### src/rtl/alu_pkg.sv
// Shared definitions for the EX-stage execution unit:
// ALU control codes, FSM state encoding and default width.
package alu_pkg;

   localparam int DATA_W_DEF = 32;

   localparam logic [2:0] ALU_AND = 3'b000;
   localparam logic [2:0] ALU_OR  = 3'b001;
   localparam logic [2:0] ALU_ADD = 3'b010;
   localparam logic [2:0] ALU_SUB = 3'b110;
   localparam logic [2:0] ALU_MUL = 3'b011;

   typedef enum logic [1:0] {
      ST_IDLE = 2'd0,
      ST_MUL  = 2'd1,
      ST_DONE = 2'd2
   } alu_state_e;

endpackage

### src/rtl/ex_mul_iter.sv
// Iterative shift-add multiplier datapath: one multiplier bit
// per step, low DATA_W bits of the product kept.
module ex_mul_iter
   import alu_pkg::*;
#(
   parameter int DATA_W = DATA_W_DEF
) (
   input  logic              clk_i,
   input  logic              rst_i,
   input  logic              load_i,
   input  logic              step_i,
   input  logic [DATA_W-1:0] a_i,
   input  logic [DATA_W-1:0] b_i,
   output logic [DATA_W-1:0] prod_o,
   output logic              last_o
);

   localparam int CNT_W = $clog2(DATA_W);
   localparam logic [CNT_W-1:0] CNT_LAST = CNT_W'(DATA_W - 1);

   logic [DATA_W-1:0] mcand_q, mcand_d;
   logic [DATA_W-1:0] mplier_q, mplier_d;
   logic [DATA_W-1:0] prod_q, prod_d;
   logic [CNT_W-1:0]  cnt_q, cnt_d;
   logic [DATA_W-1:0] addend;
   logic [DATA_W-1:0] prod_next;

   always_comb begin
      addend    = mplier_q[cnt_q] ? (mcand_q << cnt_q) : '0;
      prod_next = prod_q + addend;
      mcand_d   = mcand_q;
      mplier_d  = mplier_q;
      prod_d    = prod_q;
      cnt_d     = cnt_q;
      if (load_i) begin
         mcand_d  = a_i;
         mplier_d = b_i;
         prod_d   = '0;
         cnt_d    = '0;
      end else if (step_i) begin
         prod_d = prod_next;
         cnt_d  = cnt_q + 1'b1;
      end
   end

   // prod_o already includes the current step so the final
   // product is available on the cycle last_o is high.
   assign prod_o = prod_next;
   assign last_o = (cnt_q == CNT_LAST);

   always_ff @(posedge clk_i or negedge rst_i) begin
      if (!rst_i) begin
         mcand_q  <= '0;
         mplier_q <= '0;
         prod_q   <= '0;
         cnt_q    <= '0;
      end else begin
         mcand_q  <= mcand_d;
         mplier_q <= mplier_d;
         prod_q   <= prod_d;
         cnt_q    <= cnt_d;
      end
   end

endmodule

### src/rtl/ex_alu_seq.sv
// EX-stage execution unit: single-cycle logic/add ops plus an
// iterative multiply that stalls the pipeline while it runs.
module ex_alu_seq
   import alu_pkg::*;
#(
   parameter int DATA_W = DATA_W_DEF
) (
   input  logic              clk_i,
   input  logic              rst_i,
   input  logic              start_i,
   input  logic [DATA_W-1:0] data1_i,
   input  logic [DATA_W-1:0] data2_i,
   input  logic [2:0]        ALUCtrl_i,
   output logic [DATA_W-1:0] result_o,
   output logic              zero_o,
   output logic              done_o,
   output logic              stall_o
);

   alu_state_e        state_q, state_d;
   logic [DATA_W-1:0] result_q, result_d;
   logic              zero_q, zero_d;
   logic              done_q, done_d;
   logic [DATA_W-1:0] single_res;
   logic [DATA_W-1:0] mul_prod;
   logic              mul_last;
   logic              mul_load;
   logic              mul_step;

   always_comb begin
      single_res = '0;
      case (ALUCtrl_i)
         ALU_AND: single_res = data1_i & data2_i;
         ALU_OR:  single_res = data1_i | data2_i;
         ALU_ADD: single_res = data1_i + data2_i;
         ALU_SUB: single_res = data1_i - data2_i;
         default: single_res = '0;
      endcase
   end

   always_comb begin
      state_d  = state_q;
      result_d = result_q;
      zero_d   = zero_q;
      done_d   = 1'b0;
      mul_load = 1'b0;
      mul_step = 1'b0;
      unique case (state_q)
         ST_IDLE: begin
            if (start_i) begin
               if (ALUCtrl_i == ALU_MUL) begin
                  mul_load = 1'b1;
                  state_d  = ST_MUL;
               end else begin
                  result_d = single_res;
                  zero_d   = (single_res == '0);
                  done_d   = 1'b1;
                  state_d  = ST_DONE;
               end
            end
         end
         ST_MUL: begin
            mul_step = 1'b1;
            if (mul_last) begin
               result_d = mul_prod;
               zero_d   = (mul_prod == '0);
               done_d   = 1'b1;
               state_d  = ST_DONE;
            end
         end
         ST_DONE: state_d = ST_IDLE;
         default: state_d = ST_IDLE;
      endcase
   end

   always_ff @(posedge clk_i or negedge rst_i) begin
      if (!rst_i) begin
         state_q  <= ST_IDLE;
         result_q <= '0;
         zero_q   <= 1'b0;
         done_q   <= 1'b0;
      end else begin
         state_q  <= state_d;
         result_q <= result_d;
         zero_q   <= zero_d;
         done_q   <= done_d;
      end
   end

   ex_mul_iter #(
      .DATA_W(DATA_W)
   ) u_mul (
      .clk_i (clk_i),
      .rst_i (rst_i),
      .load_i(mul_load),
      .step_i(mul_step),
      .a_i   (data1_i),
      .b_i   (data2_i),
      .prod_o(mul_prod),
      .last_o(mul_last)
   );

   // Gated by reset so the pipeline never sees a stall while held.
   assign stall_o = rst_i &
                    (((state_q == ST_IDLE) & start_i &
                      (ALUCtrl_i == ALU_MUL)) |
                     (state_q == ST_MUL));

   assign result_o = result_q;
   assign zero_o   = zero_q;
   assign done_o   = done_q;

endmodule

### config.mk
export PLATFORM = sky130hd
export DESIGN_NAME = ex_alu_seq
export DESIGN_NICKNAME = d
export VERILOG_FILES = /design/src/rtl/alu_pkg.sv /design/src/rtl/ex_mul_iter.sv /design/src/rtl/ex_alu_seq.sv
export SDC_FILE = /design/constraint.sdc
export NUM_CORES = 1
export LEC_CHECK = 0
export ABC_AREA = 1
export BUFFER_PORTS_ARGS = -buffer_cell sky130_fd_sc_hd__buf_2
export CORE_MARGIN = 5
export CORE_UTILIZATION = 30
export DETAILED_ROUTE_END_ITERATION = 10
export PLACE_DENSITY_LB_ADDON = 0.12
export SYNTH_ARGS = -nofsm -noshare
export SYNTH_HDL_FRONTEND = slang
export SYNTH_SLANG_ARGS = --single-unit
### constraint.sdc
create_clock -name clk_i -period 4.4 [get_ports clk_i]
set_clock_uncertainty 0.2 [all_clocks]
set_input_delay 0.66 -clock clk_i [delete_from_list [all_inputs] [get_ports clk_i]]
set_output_delay 0.66 -clock clk_i [all_outputs]
set_load 0.02 [all_outputs]
### Yosys cells after proc, flatten, opt, wreduce, memory -nomap -nowiden

Cells that the tools add are included.

| cells by class | value |
|---|---|
| add/subtract/negate cells | 4 |
| magnitude comparators | 1 |
| equality and inequality tests | 9 |
| shift operators | 1 |
| mux-type cells | 28 |
| bitwise logic cells | 6 |
| reductions and logical operators | 8 |

Operators by type and width:

| cell | number |
|---|---|
| $mux 32 | 6 |
| $pmux 32 s4 | 1 |
| $add 32x32->32 | 2 |
| $logic_not 32->1 | 2 |
| $pmux 32 s2 | 1 |
| $and 32x32->32 | 1 |
| $or 32x32->32 | 1 |
| $shl 32x5->32 | 1 |
| $sub 32x32->32 | 1 |
| $mux 1 | 11 |
| $mux 5 | 2 |
| $eq 3x2->1 const B | 2 |
| $lt 5x6->1 const B | 1 |
| $mux 2 | 3 |
| $ne 2x2->1 const B | 3 |
| $add 5x1->5 const B | 1 |
| $bmux 1 s5 | 1 |
| $eq 5x5->1 const B | 1 |
| $pmux 1 s2 | 2 |
| $pmux 2 s2 | 1 |
| $reduce_and 4->1 | 1 |
| $reduce_bool 2->1 | 2 |
| $and 1x1->1 | 3 |
| $eq 3x1->1 const B | 1 |
| 6 further kinds | 6 |

| word-level totals | value |
|---|---|
| register bits after elaboration | 137 |
| bits of input ports | 70 |
| output and inout bits | 35 |

### Logic depth before layout (Yosys ltp)

| depth | value |
|---|---|
| word-level depth | 7 |
| gate-level depth with buffers | 34 |
| gate-level depth less buffers | 32 |

### Cells and area by module

Synthesis repeated with hierarchy kept, for this count alone.

| second synthesis, totals | value |
|---|---|
| cells, all modules | 2235 |
| area, all modules | 13555.5 sq um |

Modules (own cells, without submodules):

| module | times used | cells an instance | area each (sq um) | sequential area each (sq um) |
|---|---|---|---|---|
| ex_mul_iter | 1 | 1138 | 7633.6 | 2527.4 |
| ex_alu_seq | 1 | 1097 | 5921.9 | 900.9 |

### Worst setup path before layout

OpenSTA, ideal clock, no wires.

| timing | value |
|---|---|
| path type | input -> register |
| from | input data2_i[0] |
| to | register zero_q, in the netlist zero_o |
| setup time | 0.066 ns |
| arrival time | 3.542 ns |
| data required time | 4.134 ns |
| slack | 0.593 ns |
| cell stages on the path | 31 |
| cell sequence | inv_1 ha_1 inv_1 nor3_2 nand3_1 inv_1 nand4_1 nor2_1 and3_1 nand3_1 nor3_1 nor2_1 xor2_1 ha_1 nand2_1 inv_1 nand2_1 nor3_1 and2_1 nand2_1 nand2_1 nand2_1 nand3_1 nand2_1 nor2_1 nand2_1 nor2_1 nand4_1 nand2_1 nand2_1 nand2_1 |

| between the ends | value |
|---|---|
| longest elaborated chain between the ends | 6 |
| elaborated cells on any way between the ends | 9 |
| classes of those cells | add/sub (2); mux (4); bitwise (2); reduce/logical (1) |

RTL lines:

| what | line | source |
|---|---|---|
| from (decl) | ex_alu_seq.sv:12 | `input logic [DATA_W-1:0] data2_i,` |
| $sub 32x32->32 (tied with other cells) | ex_alu_seq.sv:36 | `ALU_SUB: single_res = data1_i - data2_i;` |
| $pmux 32 s4 (*) | ex_alu_seq.sv:32 | `case (ALUCtrl_i)` |
| $logic_not 32->1 (*) | ex_alu_seq.sv:56 | `zero_d = (single_res == '0);` |
| $mux 1 (*) | ex_alu_seq.sv:51 | `if (ALUCtrl_i == ALU_MUL) begin` |
| $mux 1 (*) | ex_alu_seq.sv:50 | `if (start_i) begin` |
| $pmux 1 s2 (*) | ex_alu_seq.sv:48 | `unique case (state_q)` |
| to (signal assigned) | ex_alu_seq.sv:85 | `zero_q <= zero_d;` |
| to (decl) | ex_alu_seq.sv:22 | `logic zero_q, zero_d;` |

Every way passes the cells marked *; elsewhere a longest branch is shown, timed or not. The select of a mux whose other input is x is not followed.
A chain may end at the register's enable or synchronous reset.

### Worst setup path after layout

| timing | value |
|---|---|
| from | register u_mul.cnt_q[0] |
| to | register zero_q, in the netlist zero_o |

| between the ends | value |
|---|---|
| longest elaborated chain between the ends | 7 |
| elaborated cells on any way between the ends | 11 |
| classes of those cells | add/sub (1); eq/ne (2); shift (1); mux (5); reduce/logical (2) |

RTL lines:

| what | line | source |
|---|---|---|
| from (decl) | ex_mul_iter.sv:24 | `logic [CNT_W-1:0] cnt_q, cnt_d;` |
| from (signal assigned) | ex_mul_iter.sv:61 | `cnt_q <= cnt_d;` |
| $bmux 1 s5 | ex_mul_iter.sv:29 | `addend = mplier_q[cnt_q] ? (mcand_q << cnt_q) : '0;` |
| $mux 1 (implied by the code) | ex_mul_iter.sv:29 |  |
| $mux 32 | ex_mul_iter.sv:29 |  |
| $add 32x32->32 | ex_mul_iter.sv:30 | `prod_next = prod_q + addend;` |
| $logic_not 32->1 | ex_alu_seq.sv:66 | `zero_d = (mul_prod == '0);` |
| $mux 1 | ex_alu_seq.sv:64 | `if (mul_last) begin` |
| $pmux 1 s2 | ex_alu_seq.sv:48 |  |

Several ways; a longest one is shown, not always the timed one. The select of a mux whose other input is x is not followed.

==> impl_metrics.yaml <==
run_status:
  outcome: "completed"
die:
  core_um2: 45300
  num_io_pins: 105
  die_footprint_um2: 50000
  placementRows: 78
  die-width_um: 224
  initial_utilization: 0.302
  die_y_um: 224
sta:
  timing.fmax_ghz: 0.240
  slew_headroom: 0.324
  tightestPinTransition_ns: 1.01
  postLayoutSetupSlackWorst_ns: 0.225
  whs_ns: 0.288
  slew_violations: 0
  layout_min_cycle_time_ns: 4.18
  final_clock_period_utilization_by_the_worst_path: 0.949
  setup_viol_count_final: 0
  final.setup.tns_ns: 0
  timing.final.hold_violations: 0
placed_design:
  port-buffer-count: 104
  replace_congestion: 0.981
  dp_hpwl_um: 50100
  placement.setup.worst_slack_ns: -0.247
setup_path:
  cp_top_family: "simple AND/OR/NAND/NOR gates"
  reg2reg_slack_ns: 0.22
  critical_path_class: "reg -> reg"
  critPathMaxStageDelay_ns: 0.58
  worst_ep_arrival_time_ns: 4.38
  timing.critical_path.depth: 24
  reg2reg_depth: 24
  timing.critical_path.cells: "clkbuf_16 -> o211ai_1 -> nand3_1 -> nand3_1 -> nand2_2 -> nand2_4 -> buf_4 -> nand2_4 -> nand2_1 -> inv_1 -> ha_1 -> nand2_1 -> nor2_1 -> and2_2 -> nand4_1 -> nand3_1 -> xor2_1 -> nor2_1 -> nand4_1 -> nor2_1 -> nand3_2 -> nand2_1 -> nand2_1 -> nand2_1"
  endpoint_kind: "register"
  timing.critical_path.required_ns: 4.61
  crit_fanout: 10
  crit_path_top_delay_cell: "dfrtp_4"
  critical-path-top-cell-by-count: "nand2_1"
  worstPathBufferInverterCount: 3
  worst_setup_path_start_kind: "register"
synth:
  netlist.top_cell.by_area: "dfrtp_1"
  ys_ff_latch: 137
  yosys_warnings: 0
  avgSynthCellArea_um2: 5.87
  asyncSetResetFlopFracSynth: 1.00
  synth_xor_area_frac: 0.0249
  postSynthCellCount: 2331
  synth_seq_area_share: 0.250
  post_synthesis_adder_cell_area_fraction: 0.0641
  post_synth_mux_area_share: 0.00146
  post_synth_instance_area_um2: 13700
  synth_edf_count: 0
  yosys.area_share.simple: 0.408
  synthesis.nets: 2470
  synth_top_area_frac: 0.250
  ys_types: 47
  synth.top_cells.by_count: "821 x nand2_1, 324 x inv_1, 218 x nor2_1"
  netlist_top_cells_area: "dfrtp_1 25%, nand2_1 23%, inv_1 8.9%"
  synth_top_family_by_area: "simple AND/OR/NAND/NOR gates"
  synth_most_common_cell: "nand2_1"
  synthFlopType: "dfrtp_1"
  synth_compound_area_frac: 0.133
hold_path:
  min_path_cells: 2
  min_path_type: "reg -> reg"
routing:
  drt_first_pass_iters: 5
  drtAntennaViolNets: 0
  initialDrtViolationCount: 1161
  via_cell_ratio: 4.96
  post_drt_wl_per_cell_um: 19.5
  vias: 15500
  drt_wl_total_um: 61000
  detail_route.drc_violations: 0
finish:
  layout.core_utilization: 0.370
  area_delta_synth_final_pct: 22.2
  inserted_diodes: 0
  drive_above_1_share: 0.159
  filler_cell_count: 5073
  num-nets-final: 2653
grt:
  antenna_found_initial: 0
  grt_overflow: 0
  grt_util_all_layers: 0.239
  grt_pass1_vias: 14900
  wire_length_of_the_first_global_routing_pass_um: 91100
  grt_start_max_net_pins: 114
clocking:
  numClockSinks: 137
  clock_path_buffers: 2
  clkSlewWorstSetupHoldPaths_ns: 0.07
  insertion_delay_ns: 0.46
  tritoncts: "yes"
  htreeDepth: 4
  cts_inserted_buffers: 17
  clockRootBuffer: "clkbuf_16"
flow_run:
  maxCapViolations: 0
power:
  static-leakage-power_nw: 9.19
  max-vdd-ir-drop_v: 0.000252
  design_power_total_mw: 10.7
  pwr_density_cell_nw_per_um2: 638
final timing paths:
kind | from | to
worst min-delay path | u_mul.mplier_q[7] | u_mul.mplier_q[7]
worst max-delay path | u_mul.cnt_q[0] | zero_o
max in group asynchronous | rst_i | u_mul.cnt_q[0]
min in group asynchronous | rst_i | u_mul.prod_q[17]
worst max register to register | u_mul.cnt_q[0] | zero_o
worst min register to register | u_mul.mplier_q[7] | u_mul.mplier_q[7]
state kept, by name (all words and copies together), names as in the netlist:
name	flops
state_q	2
u_mul.prod_q	32
u_mul.cnt_q	5
u_mul.mplier_q	32
zero_o	1
result_o	32
done_o	1
u_mul.mcand_q	32
placed cells by master, fill, tap and decap left out, drive strengths merged, types with 2 or more instances in the layout:
cell type,instances
a21o,3
a21oi,141
a22oi,6
a31oi,27
and2,4
buf,236
bufinv,2
clkbuf,20
clkinv,5
dfrtp,137
fa,2
ha,67
inv,339
mux2i,2
nand2,834
nand3,214
nand3b,12
nand4,20
nor2,220
nor3,22
nor4,3
o211ai,7
o21a,2
o21ai,135
o21bai,6
o22ai,5
o311ai,2
o31ai,2
or2,8
xor2,38
power breakdown:
group / switching (mW) / internal [mW]
clock network: 0.651 / 0.872
logic: 4.61 / 2.44
registers: 0.376 / 1.72
total: 5.63 / 5.03
routing by layer:
layer	vias to the layer above	wire length, um	global-route usage
met5	-	0	0
met4	0	2080	0.0800
met3	68	2180	0.0249
met2	373	27700	0.387
met1	7282	29000	0.334
li1	7792	-	-
worst min-delay path: cells and delay by family (launching register included):
kind            cells  cell delay, ns
compound gates      1            0.06
simple gates        1            0.05
flops               1            0.34
area by class of cell:
type	instances	area, um2	share of cell area
clock buffer	18	439	0.0262
clock inverter	14	171	0.0102
inverter	331	1260	0.0753
multi-input combinational	1786	9010	0.539
sequential	137	3430	0.205
tap	600	751	0.0449
timing repair buffer	239	1650	0.0988
timing repair inverter	2	13.8	0.000822
what timing repair did:
action | CTS | global route
buffers inserted | 0 | 10
hold buffers | 1 | 0
endpoints found under the setup margin | 0 | 13
gates resized for setup | 0 | 115
endpoints found under the hold margin | 17 | 0
metrics by stage:
stage / instance area, um2 / cells
4_1_cts: 16200 / 3113
2_1_floorplan: 13700 / 2331
6_report: 16700 / 3127
3_5_place_dp: 15600 / 3080
5_1_grt: 16700 / 3127
3_3_place_gp: 15600 / 3080
cells by family (layout without fill, tap and decap cells):
group           Yosys count  after routing
compound gates          338            338
xor+xnor                 39             39
buf+inv                 408            604
fa+ha+maj                69             69
flops                   137            137
simple gates           1338           1338
mux                       2              2
Note: power is estimated with default switching activity, not from simulation.
